File: config.mk
export PLATFORM = sky130hd
export DESIGN_NAME = button_controller
export DESIGN_NICKNAME = d
export VERILOG_FILES = /design/src/rtl/button_controller.sv
export SDC_FILE = /design/constraint.sdc
export NUM_CORES = 1
export LEC_CHECK = 0
export BUFFER_PORTS_ARGS = -buffer_cell sky130_fd_sc_hd__clkbuf_2
export CORE_UTILIZATION = 55
export CTS_CLUSTER_SIZE = 12
export DETAILED_ROUTE_END_ITERATION = 12
export PLACE_DENSITY = 0.83
export SYNTH_ARGS = -nofsm -noshare
export SYNTH_HDL_FRONTEND = slang
export SYNTH_SLANG_ARGS = --single-unit
File: constraint.sdc
create_clock -name clk -period 3.78 [get_ports clk]
set_clock_uncertainty 0.2 [all_clocks]
set_input_delay 0.567 -clock clk [delete_from_list [all_inputs] [get_ports clk]]
set_output_delay 0.567 -clock clk [all_outputs]
set_load 0.02 [all_outputs]
File: src/rtl/button_controller.sv
// button_controller: synchronizes and debounces four buttons and latches
// press/release/vblank-start events, answering ulisp register-bus reads.
module button_controller #(
  parameter int DEBOUNCE_CYCLES = 250000,
  parameter int BASE_INDEX = 0
) (
  input  logic        clk,
  input  logic        reset,
  input  logic [3:0]  buttons_i,
  input  logic        in_vblank_i,
  input  logic [6:0]  register_index_i,
  input  logic        register_read_i,
  output logic [15:0] register_read_value_o
);
  localparam int CW = $clog2(DEBOUNCE_CYCLES);
  localparam logic [CW-1:0] LAST = CW'(DEBOUNCE_CYCLES - 1);
  logic [3:0] sync0, sync1, state, press_lat, release_lat, accept, press_evt, release_evt;
  logic [CW-1:0] cnt [4];
  logic prev_vblank, vbs_lat, vbs_evt, hit;
  logic [7:0] off;
  logic [15:0] rdata;
  always_comb begin
    for (int i = 0; i < 4; i++) accept[i] = sync1[i] != state[i] && cnt[i] == LAST;
  end
  assign press_evt = accept & sync1;
  assign release_evt = accept & ~sync1;
  assign vbs_evt = in_vblank_i & ~prev_vblank;
  // indices below BASE_INDEX wrap to large offsets and miss the decode
  assign off = {1'b0, register_index_i} - 8'(BASE_INDEX);
  assign hit = register_read_i && off < 8'd4;
  always_comb
    rdata = off[1:0] == 2'd0 ? {12'd0, state} :
            off[1:0] == 2'd1 ? {12'd0, press_lat | press_evt} :
            off[1:0] == 2'd2 ? {12'd0, release_lat | release_evt} :
                               {14'd0, vbs_lat | vbs_evt, in_vblank_i};
  always_ff @(posedge clk or posedge reset)
    if (reset) begin
      sync0 <= '0;
      sync1 <= '0;
      state <= '0;
      press_lat <= '0;
      release_lat <= '0;
      vbs_lat <= 1'b0;
      prev_vblank <= 1'b0;
      register_read_value_o <= '0;
      for (int i = 0; i < 4; i++) cnt[i] <= '0;
    end else begin
      sync0 <= buttons_i;
      sync1 <= sync0;
      state <= state ^ accept;
      prev_vblank <= in_vblank_i;
      press_lat <= hit && off[1:0] == 2'd1 ? 4'd0 : press_lat | press_evt;
      release_lat <= hit && off[1:0] == 2'd2 ? 4'd0 : release_lat | release_evt;
      vbs_lat <= hit && off[1:0] == 2'd3 ? 1'b0 : vbs_lat | vbs_evt;
      if (hit) register_read_value_o <= rdata;
      for (int i = 0; i < 4; i++) cnt[i] <= sync1[i] == state[i] || accept[i] ? '0 : cnt[i] + 1'b1;
    end
endmodule

After elaboration in Yosys (flattened, before gate mapping):

Cells that the tools add are included.

* flip-flop bits (word level): 110
* word-level logic and storage cells: 64
* output and inout bits: 16
* input bits: 15

* reductions and logical operators: 13
* bitwise logic cells: 9
* eq/ne operators: 15
* $lt $le $gt $ge: 1
* multiplexer cells: 10
* $add $sub $neg: 4

Operators by type and width (number)
* $add 18x1->18 const B: 4
* $eq 18x18->1 const B: 4
* $mux 18: 4
* $mux 4: 5
* $and 4x4->4: 2
* $logic_and 1x1->1: 8
* $or 4x4->4: 2
* $lt 7x3->1 const B: 1
* $eq 1x1->1: 4
* $eq 2x2->1 const B: 2
* $logic_or 1x1->1: 4
* $ne 1x1->1: 4
* $not 4->4: 1
* $xor 4x4->4: 1
* $eq 2x1->1 const B: 1
* $logic_not 2->1: 1
* $and 1x1->1: 1
* $mux 1: 1
* $not 1->1: 1
* $or 1x1->1: 1

Depth between registers and ports, before layout:

Gate-level depths: netlist (run 1).

* depth after elaboration: 7
* mapped depth: 8
* depth with buffers taken out: 6

Least setup slack after synthesis (run 1):

No wires, ideal clock.

* kind: input to register
* from: input register_index_i[6]
* to: register register_read_value_o[1]
* arrival time: 1687 ps
* setup slack: 1767 ps
* stages on the path: 4
* required time: 3454 ps
* cell sequence: nor4_4 -> nand2_1 -> a211o_2 -> o32a_1

* longest elaborated chain between the ends: 2

Ends and longest elaborated chain
* start, declared: RTL line 11 `input logic [6:0] register_index_i,`
* $lt 7x3->1: RTL line 30 `assign hit = register_read_i && off < 8'd4;`
* $logic_and 1x1->1: RTL line 30
* end signal, assigned: RTL line 55 `if (hit) register_read_value_o <= rdata;`
* end, declared: RTL line 13 `output logic [15:0] register_read_value_o`

Every way passes these cells.
A chain may end at the register's enable or synchronous reset.

Worst setup path in the final report (run 1):

* from: register cnt[18] (netlist bit)
* to: register cnt[27] (netlist bit)

* longest elaborated chain between the ends: 4

Ends and longest elaborated chain
* start, declared: RTL line 18 `logic [CW-1:0] cnt [4];`
* parallel branches: the longest is 3 deep, another holds $add 18x1->18
* $mux 18 *: RTL line 56 `for (int i = 0; i < 4; i++) cnt[i] <= sync1[i] == state[i] || accept[i] ? '0 : cnt[i] + 1'b1;`

Mark *: on every way between the ends.

==> impl_results.md, run 1 <==
* HPWL after detailed placement at between 5000 and 6000 um
* Num CTS Buffers at 9
* Setup Viol. Count Final at 0
* Distinct cells, synth at 48
* Share of cell area taken by muxes after synthesis at 0.0110
* Area of all placed cells without fillers at between 5000 and 6000 um^2
* Post-detailed-placement cell area at 4890 um^2
* Layout cells sized above 1 at 0.118
* GR Util met1 at 0.286
* Cell leakage power at around 2.2 nW
* All-Layer GR Usage at 0.212
* Final Critical Period at about 2.3 ns
* Worst Setup End Kind: register
* Count of non-filler cells in the finished layout at 604
* Area growth from synthesis to final layout at 6.83%
* Count of pins on the block boundary at 31
* Met2 usage at 0.329
* Slew Limit Headroom at 0.521
* Reg-to-reg critical path endpoint: cnt[27]
* Resized Gates After CTS at 0
* DIE HEIGHT at 95.1 um
* Post-Route Hold Slack at 0.0972 ns
* Floorplan die area at 9040 um^2
* Sum of negative setup slack at 0 ns
* Worst Path Required at approximately 3.8 ns
* Mean number of vias per cell at about 5.6
* Clock-pin slew on the worst setup and hold paths at around 0.1 ns
* Count of flip-flops with a built-in enable after synthesis at 0
* Number of cells after detailed placement at 588
* Post-Synth Adder-Cell Area at 0.0105
* Netlist area before placement at 4760 um^2
* Per-cell routed wire length at about 14 um
* Period utilisation layout at 0.605
* Synthesized-area fraction occupied by and/or/nand/nor cells at 0.256
* Number of endpoints with negative hold slack in the final report at 0
* Number of nets still failing antenna checks after routing at 0
* Total Power Consumption at about 1.9 mW
* Crit path setup slack, layout at 1.49 ns
* Share of the synthesized area in the top cell type at 0.515
* Depth of the worst register-to-register path at 6
* Share of synthesized flip-flops with an asynchronous set or reset at 1.00
* Mean area per synthesized cell at 10.1 um^2
* Post-detailed-routing wire length at approximately 8400 um
* Combinational fraction of design power at 0.062
* Internal Power at between 1 and 1.5 mW
* Fin util at 0.613
* Initial cell density of the core at 0.574
* # DRC at 0
* Floorplan Core Area at between 8000 and 9000 um^2
* Synth warn at 0
* Post-CTS repair timing setup buffer count at 0
* CTS Sinks at around 100
* Setup slack on the worst flop-to-flop path at approximately 1.5 ns
* Actual transition at the worst max-transition pin at slightly above 0.7 ns
* Area leader, netlist: dfrtp_1
* Switching power as a share of total power at 0.244
* Horizontal extent of the die at 95.1 um
* Setup CP Type: register to register
* Synthesized-area fraction occupied by ao, oa, aoi and oai cells at 0.0420
* Total Nets Final at approximately 500
* Number of maximum-capacitance violations at 0
* CP startpoint kind: register
* Detailed Routing Iterations Pass 1 at 4
* Fraction of met3 tracks used by global routing at 0.0439
* Critical path peak fanout at 17
* Worst setup path end: cnt[27]
* Global-route layer with the greatest usage: met2
* Beginning of the critical path: cnt[18]
* Largest family of logic cells by synthesized area: simple AND/OR/NAND/NOR gates
* Setup repair after global routing missed its margin: false
* Detailed router's first-iteration violation count at 159
* Number of global-route vias before repair at around 3,300
* Leading register cell type out of synthesis: dfrtp_1
* Wire length of the first global-routing pass at between 10,000 and 15,000 um
* Cell types with the largest area share after synthesis: dfrtp_1 (51%), nor2_1 (7.7%), xor2_1 (6.3%)
* Share of synthesized area occupied by flip-flops and latches at 0.515
* Vias after detailed routing at 3,353
* Number of pins with negative max-slew slack in the final report at 0
* CTS HTree Levels at 3
* Reported net switching power at 0.465 mW
* Number of synthesized register bits at between 90 and 100
* Reg power frac at 0.578
* Worst flop-to-flop path startpoint: cnt[18]
* Maximum number of buffers from clock root to sink at 2
* Worst skew pair latency at about 0.37 ns
* Dpl ws at 1.50 ns
* Clock power frac at 0.360
* Status: finished clean
* Initial antenna violation count at 0
* Maximum number of pins on one net before global-route repair at 63
* Clock root cell: clkbuf_8
* Worst hold-check path type: input port to register
* Max rail drop VDD at approximately 280 uV
* Power density normalized to cell area at 374 nW/um^2
* CTS tree: built
* Port bufs at 18
* Final weighted congestion in routability-driven placement at a little over 0.8
* Highest achievable clock rate at roughly 440 MHz
* Diode insertion count for antenna repair at 0
* Num rows at 33
* XOR/XNOR Fraction of Synth Area at 0.119
* Hold buffer count at CTS at 0
* Crit path arrival time at around 2.3 ns
* Sum of overflow across all layers after global routing at 0
* Number of instances in the synthesized netlist at about 470
how the worst min path moves through the flow:
stage	start	endpoint	slack, ns	cells past startpoint
floorplan	sync0[0]	sync1[0]	0.13	0
global placement	sync0[1]	sync1[1]	0.13	0
detailed placement	sync0[2]	sync1[2]	0.14	0
CTS	buttons_i[0]	sync0[0]	0.09	1
global route	buttons_i[0]	sync0[0]	0.07	1
finish	buttons_i[0]	sync0[0]	0.1	1
routing by layer:
layer | wire (um) | share of wire
met5 | 0 | 0
met4 | 199 | 0.024
met3 | 279 | 0.033
met2 | 3940 | 0.47
met1 | 3950 | 0.47
synthesized netlist by cell type, types with 4 or more instances:
| library cell | instances |
|---|---|
| a21oi_1 | 12 |
| a31oi_1 | 5 |
| and3_1 | 15 |
| and4_1 | 4 |
| buf_4 | 17 |
| dfrtp_1 | 98 |
| ha_1 | 4 |
| inv_1 | 16 |
| nand2_1 | 27 |
| nand3_1 | 24 |
| nand4_1 | 15 |
| nor2_1 | 98 |
| nor3_1 | 8 |
| nor4_1 | 8 |
| nor4_4 | 4 |
| o21ai_0 | 7 |
| xnor2_1 | 31 |
| xor2_1 | 34 |
layout make-up:
class | count | area, um^2
fillers | 675 | 3210
repair buffers | 20 | 105
multi-input cells | 349 | 2140
clock buffers | 10 | 138
clock inverters | 6 | 63.8
inverters | 16 | 62.6
flip-flops and latches | 98 | 2450
well taps | 105 | 131
logic make-up (layout without fill, tap and decap cells):
kind of cell,Yosys count,count (layout)
buf+inv,38,52
other cells,1,12
compound gates,32,32
mux,5,5
xor+xnor,65,65
flops,98,98
fa+ha+maj,4,4
simple gates,231,231
registers in the layout, summed over array words and instances, names as in the netlist, named ones only:
signal and count:
cnt 72, press_lat 4, prev_vblank 1, register_read_value_o 4, release_lat 4, sync0 4, sync1 4, vbs_lat 1
placed cells by master (no fill, tap or decap), drive strengths merged, types with 12 or more instances in the layout:
master  count
nand2      29
nand4      15
inv        17
clkbuf     28
conb       12
nor2       98
nor4       13
and3       17
dfrtp      98
xnor2      31
xor2       34
nand3      24
a21oi      12
critical path, cell delays in order (launching register included):
cell	delay, ns
dfrtp_1	0.38
ha_1	0.20
and3_1	0.23
nand2_1	0.13
nor4_4	0.36
or2_1	0.53
nor2_1	0.13
power groups by stage:
stage | combinational [mW] | sequential [mW] | clock (mW)
after floorplan | 0.0951 | 1.12 | 0
after global placement | 0.117 | 1.12 | 0
after detailed placement | 0.120 | 1.12 | 0
after CTS | 0.121 | 1.10 | 0.698
after global routing | 0.136 | 1.10 | 0.747
final | 0.119 | 1.10 | 0.686
(Power assumes the default switching activity.)
==> inputs of run 2 (changes only) <==
--- a/config.mk
+++ b/config.mk
@@ -9,7 +9,7 @@
 export CORE_UTILIZATION = 55
 export CTS_CLUSTER_SIZE = 12
 export DETAILED_ROUTE_END_ITERATION = 12
-export PLACE_DENSITY = 0.83
+export PLACE_DENSITY = 0.86
 export SYNTH_ARGS = -nofsm -noshare
 export SYNTH_HDL_FRONTEND = slang
 export SYNTH_SLANG_ARGS = --single-unit
==> constraint.sdc (replaced) <==
create_clock -name clk -period 1.9 [get_ports clk]
set_clock_uncertainty 0.2 [all_clocks]
set_input_delay 0.285 -clock clk [delete_from_list [all_inputs] [get_ports clk]]
set_output_delay 0.285 -clock clk [all_outputs]
set_load 0.02 [all_outputs]
==> run 2 against run 1 <==
  * The run now ends with negative setup slack left
  * Total power rose by 120%
  * Via count up 11%
  * Non-clock buffer count is 56 higher
  * Routed wire length is 36% higher
  * Core utilization grew 11 points
  * Fmax increased by 9.1%
  * Largest cell class is now multi-input gates
  * Largest power group unchanged
  * Highest routed layer unchanged
==> impl_results.md, run 2 (synthesized netlist as in run 1, its figures left out) <==
* Status: finished with violations
* Switching power as a share of total power at 0.245
* Beginning of the critical path: cnt[24]
* Critical path peak fanout at 5
* Num CTS Buffers at 9
* Post-detailed-placement cell area at 5260 um^2
* Top library cells by usage in the layout, fill and taps aside: dfrtp_1 (98), nor2_1 (73), buf_4 (41), xor2_1 (33), xnor2_1 (31)
* Setup Viol. Count Final at 40
* Clock root cell: clkbuf_8
* Area of all placed cells without fillers at about 6000 um^2
* Initial antenna violation count at 0
* Actual transition at the worst max-transition pin at between 0.7 and 0.8 ns
* Num rows at 33
* Count of pins on the block boundary at 31
* Register with the most flip-flops: cnt
* Cell leakage power at around 2.6 nW
* Post-detailed-routing wire length at around 11,000 um
* Worst Path Required at just under 2 ns
* Violations in the final reports: negative setup slack
* Internal Power at between 3 and 4 mW
* Number of endpoints with negative hold slack in the final report at 0
* Setup slack on the worst flop-to-flop path at -0.19 ns
* Max rail drop VDD at about 620 uV
* Flip-flop count of the largest register after layout at slightly above 70
* Detailed Routing Iterations Pass 1 at 5
* Worst hold-check path type: input port to register
* Crit path setup slack, layout at -0.194 ns
* Sum of overflow across all layers after global routing at 0
* Worst skew pair latency at around 0.37 ns
* Worst Setup End Kind: register
* Maximum number of pins on one net before global-route repair at 40
* Horizontal extent of the die at around 95 um
* Number of pins with negative max-slew slack in the final report at 0
* Power density normalized to cell area at a little under 700 nW/um^2
* Reported net switching power at ~1.0 mW
* Setup CP Type: register to register
* Wire length of the first global-routing pass at 17,300 um
* Floorplan Core Area at 8300 um^2
* CTS tree: built
* CTS Sinks at between 90 and 100
* Final weighted congestion in routability-driven placement at 0.807
* Port bufs at 18
* Most common library cell in the layout ignoring fill and taps: dfrtp_1
* Highest achievable clock rate at 477 MHz
* Vias after detailed routing at between 3,000 and 4,000
* Combinational fraction of design power at 0.079
* Mean number of vias per cell at 5.64
* Total Nets Final at roughly 570
* Setup repair after global routing missed its margin: true
* Final Critical Period at ~2.1 ns
* Critical hold path startpoint: register_index_i[0]
* Crit path arrival time at around 2.2 ns
* Number of global-route vias before repair at 3,770
* Initial cell density of the core at 0.574
* CTS HTree Levels at 3
* Post-Route Hold Slack at 0.0401 ns
* Number of maximum-capacitance violations at 0
* Total Power Consumption at around 4.2 mW
* Floorplan die area at approximately 9000 um^2
* Slew Limit Headroom at 0.491
* DIE HEIGHT at around 95 um
* CP startpoint kind: register
* Diode insertion count for antenna repair at 0
* # DRC at 0
* Layout cells sized above 1 at 0.270
* Clock-pin slew on the worst setup and hold paths at approximately 0.1 ns
* Period utilisation layout at 1.10
* Maximum number of buffers from clock root to sink at 2
* Number of nets still failing antenna checks after routing at 0
* Detailed router's first-iteration violation count at 357
* Clock power frac at 0.394
* Worst flop-to-flop path startpoint: cnt[24]
* Area growth from synthesis to final layout at 25.8%
* Per-cell routed wire length at about 17 um
* HPWL after detailed placement at approximately 6800 um
* Reg power frac at 0.527
* All-Layer GR Usage at 0.252
-- run 2: cell types whose count changed in the layout (fill, tap and decap cells not counted), sizes merged --
| cell | before | now |
|---|---|---|
| buf | 2 | 51 |
| bufinv | 1 | 3 |
| clkinv | 2 | 1 |
| dlygate4sd3 | 0 | 6 |
| inv | 17 | 16 |
| nand2 | 29 | 31 |
-- run 2: timing repair --
item / 4_1_cts / 5_1_grt
cloned: 1 / 3
endpoints found under the hold margin: 22 / 0
hold buffers: 6 / 0
resized for setup: 18 / 64
setup endpoints to repair: 55 / 53
pin swaps: 6 / 28
setup buffers: 4 / 5
-- run 2: final cells by class --
type	count	area, um^2
Multi-Input combinational cell	351	2460
Sequential cell	98	2450
Fill cell	510	2300
Timing Repair Buffer	76	651
Tap cell	105	131
Clock buffer	9	124
Clock inverter	6	115
Inverter	16	63.8
-- run 2: final timing paths --
check | to | cells past startpoint
min | vbs_lat | 2
max reg2reg | cnt[35] | 5
max | cnt[35] | 5
min in group asynchronous | sync1[2] | 3
min reg2reg | sync1[1] | 0
max in group asynchronous | release_lat[3] | 4
-- run 2: critical path, stage by stage, from the launching register on --
cell and delay (ns):
dfrtp_1 0.43, or4_4 0.56, nor4_4 0.33, or2_4 0.25
buf_8 0.14, nor2_1 0.07
-- run 2: metal layers --
metal	track usage	up-vias	wire length, um
li1	-	1744	-
met1	0.321	1826	4460
met2	0.432	136	6020
met3	0.0343	24	584
met4	0.109	0	277
met5	0	-	0
-- run 2: power groups by stage --
stage	registers [mW]	logic, mW	clock network, mW
final	2.19	0.331	1.64
after global routing	2.20	0.364	1.72
after CTS	2.19	0.292	1.63
after detailed placement	2.23	0.263	0
after global placement	2.23	0.252	0
after floorplan	2.23	0.191	0
-- run 2: metrics by stage --
step,worst slack [ns],setup TNS [ns],std cells,utilization
floorplan,-0.0143,-0.0143,485,-
global placement,0.00820,0,629,0.633
detailed placement,-0.151,-0.721,629,0.633
CTS,-0.104,-0.710,655,0.684
global route,-0.245,-7.49,661,0.722
finish,-0.194,-4.48,661,0.722
==> inputs of run 3 (changes only) <==
--- a/config.mk
+++ b/config.mk
@@ -9,7 +9,7 @@
 export CORE_UTILIZATION = 55
 export CTS_CLUSTER_SIZE = 12
 export DETAILED_ROUTE_END_ITERATION = 12
-export PLACE_DENSITY = 0.86
+export PLACE_DENSITY = 0.83
 export SYNTH_ARGS = -nofsm -noshare
 export SYNTH_HDL_FRONTEND = slang
 export SYNTH_SLANG_ARGS = --single-unit
==> constraint.sdc (replaced) <==
create_clock -name clk -period 2 [get_ports clk]
set_clock_uncertainty 0.2 [all_clocks]
set_input_delay 0.3 -clock clk [delete_from_list [all_inputs] [get_ports clk]]
set_output_delay 0.3 -clock clk [all_outputs]
set_load 0.02 [all_outputs]
==> run 3 against run 2 <==
  * The run still ends with negative setup slack left
  * Core utilization is 6.4 points lower
  * Combinational power shrank 24%
  * Total power fell by 10%
  * Highest routed layer unchanged
  * Critical path type unchanged
  * Worst hold slack improved by 0.026 ns
  * Largest power group unchanged
==> impl_results.md, run 3 (synthesized netlist as in run 1, its figures left out) <==
* Status: finished with violations
* Violations in the final reports: negative setup slack
* CTS tree: built
* # DRC at 0
* Post-Route Hold Slack at between 0.06 and 0.07 ns
* Slew Limit Headroom at 0.524
* Crit path setup slack, layout at -0.0768 ns
* Met2 usage at 0.373
* Area occupied by registers at 2450 um^2
* Fraction of met3 tracks used by global routing at 0.0447
* Setup CP Type: register to register
* Mean number of vias per cell at approximately 5.6
* CTS HTree Levels at 3
* DIE HEIGHT at approximately 95 um
* Critical path peak fanout at 2
* Num CTS Buffers at 9
* Beginning of the critical path: cnt[46]
* GR Util met1 at 0.287
* Global-route layer with the greatest usage: met2
* Worst flop-to-flop path startpoint: cnt[46]
* Total Nets Final at 542
* CP startpoint kind: register
* Clock-pin slew on the worst setup and hold paths at approximately 0.090 ns
* Floorplan Core Area at between 8000 and 9000 um^2
* Actual transition at the worst max-transition pin at 0.711 ns
* Reg-to-reg critical path endpoint: register_read_value_o[1]
* Number of endpoints with negative hold slack in the final report at 0
* Number of maximum-capacitance violations at 0
* Sum of overflow across all layers after global routing at 0
* Diode insertion count for antenna repair at 0
* Multi-input gate area in the final layout at 2240 um^2
* Setup slack on the worst flop-to-flop path at -0.08 ns
* Clock root cell: clkbuf_8
* Vias after detailed routing at 3,533
* Maximum number of buffers from clock root to sink at 2
* Post-detailed-routing wire length at slightly above 9000 um
* Period utilisation layout at 1.04
* Worst Path Required at around 2.1 ns
* Setup repair after global routing missed its margin: true
* Number of pins with negative max-slew slack in the final report at 0
* Initial cell density of the core at 0.574
* Detailed Routing Iterations Pass 1 at 4
* Number of global-route vias before repair at 3,421
* Flip-flop count of the largest register after layout at 72
* Top library cells by usage in the layout, fill and taps aside: dfrtp_1 (98), nor2_1 (97), xor2_1 (34), xnor2_1 (31), nand2_1 (26)
* Setup Viol. Count Final at 15
* Depth of the worst register-to-register path at 6
* Final weighted congestion in routability-driven placement at about 0.80
* Area growth from synthesis to final layout at 14.6%
* Register with the most flip-flops: cnt
* Maximum number of pins on one net before global-route repair at between 90 and 100
* Num rows at 33
* Count of pins on the block boundary at 31
* Layout cells sized above 1 at 0.170
* Detailed router's first-iteration violation count at about 150
* Worst Setup End Kind: register
* Wire length of the first global-routing pass at 15,600 um
* Initial antenna violation count at 0
* Crit path arrival time at about 2.2 ns
* Highest achievable clock rate at about 480 MHz
* Number of nets still failing antenna checks after routing at 0
* Power density normalized to cell area at roughly 700 nW/um^2
* Dpl ws at -0.0291 ns
* Worst skew pair latency at ~0.36 ns
* Worst setup path end: register_read_value_o[1]
* Area of all placed cells without fillers at 5460 um^2
* Per-cell routed wire length at approximately 15 um
* Cell leakage power at roughly 2.4 nW
* Horizontal extent of the die at between 90 and 100 um
* Number of inserted filler cells in the final layout at 598
* Worst hold-check path type: input port to register
* All-Layer GR Usage at 0.224
* Port bufs at 18
* Most common library cell in the layout ignoring fill and taps: dfrtp_1
* HPWL after detailed placement at ~6200 um
* Post-detailed-placement cell area at roughly 5000 um^2
* Sum of negative setup slack at -0.355 ns
* CTS Sinks at 98
* Max rail drop VDD at 578 uV
* Floorplan die area at 9040 um^2
* Final Critical Period at roughly 2.1 ns
-- run 3: cell types whose count changed in the layout (fill, tap and decap cells not counted), moves of 3 or more --
cell | previous run | this run
buf_6 | 4 | 0
and3_4 | 3 | 0
nor2_2 | 7 | 1
buf_4 | 41 | 22
nor2_4 | 18 | 0
nor2_1 | 73 | 97
-- run 3: layout make-up --
| cell class | count | area share |
|---|---|---|
| clock inverters | 4 | 0.0135 |
| flip-flops and latches | 98 | 0.449 |
| clock buffers | 12 | 0.0266 |
| multi-input cells | 350 | 0.410 |
| repair buffers | 48 | 0.0651 |
| inverters | 16 | 0.0117 |
| well taps | 105 | 0.0241 |
-- run 3: power by group --
part / total (mW) / internal, mW / switching, mW
Combinational: 0.250 / 0.0893 / 0.161
Sequential: 2.08 / 2.04 / 0.0440
Clock: 1.40 / 0.743 / 0.656
Total: 3.73 / 2.87 / 0.861
-- run 3: how the worst min path moves through the flow --
| stage | cells past startpoint | end | start |
|---|---|---|---|
| finish | 2 | vbs_lat | register_index_i[0] |
| global route | 2 | vbs_lat | register_index_i[0] |
| CTS | 2 | vbs_lat | register_index_i[0] |
| detailed placement | 0 | sync1[3] | sync0[3] |
| global placement | 0 | sync1[3] | sync0[3] |
| floorplan | 0 | sync1[0] | sync0[0] |
-- run 3: metal layers --
| layer | vias to the layer above | part of all wire |
|---|---|---|
| met2 | 69 | 0.50 |
| met1 | 1746 | 0.45 |
| met4 | 0 | 0.024 |
| met5 | - | 0 |
| li1 | 1697 | - |
| met3 | 21 | 0.031 |
-- run 3: per-stage QoR --
| stage | total power [mW] | utilization | cells |
|---|---|---|---|
| floorplan | 2.30 | - | 485 |
| global placement | 2.34 | 0.608 | 605 |
| detailed placement | 2.35 | 0.608 | 605 |
| CTS | 3.75 | 0.643 | 628 |
| global route | 3.87 | 0.658 | 633 |
| finish | 3.73 | 0.658 | 633 |
-- run 3: worst max-delay path, cell delays in order, from the launching register on --
cell     delay (ns)
dfrtp_1        0.39
or4_4          0.55
nor4_4         0.29
buf_4          0.18
a41oi_2        0.13
nor2_1         0.13
o32a_1         0.15
-- run 3: timing repair --
action,4_1_cts,5_1_grt
endpoints found under the setup margin,18,74
hold endpoints to repair,103,0
pin swaps,0,7
resized for setup,1,20
hold buffers,6,0
gates cloned,0,1
buffers inserted,1,4
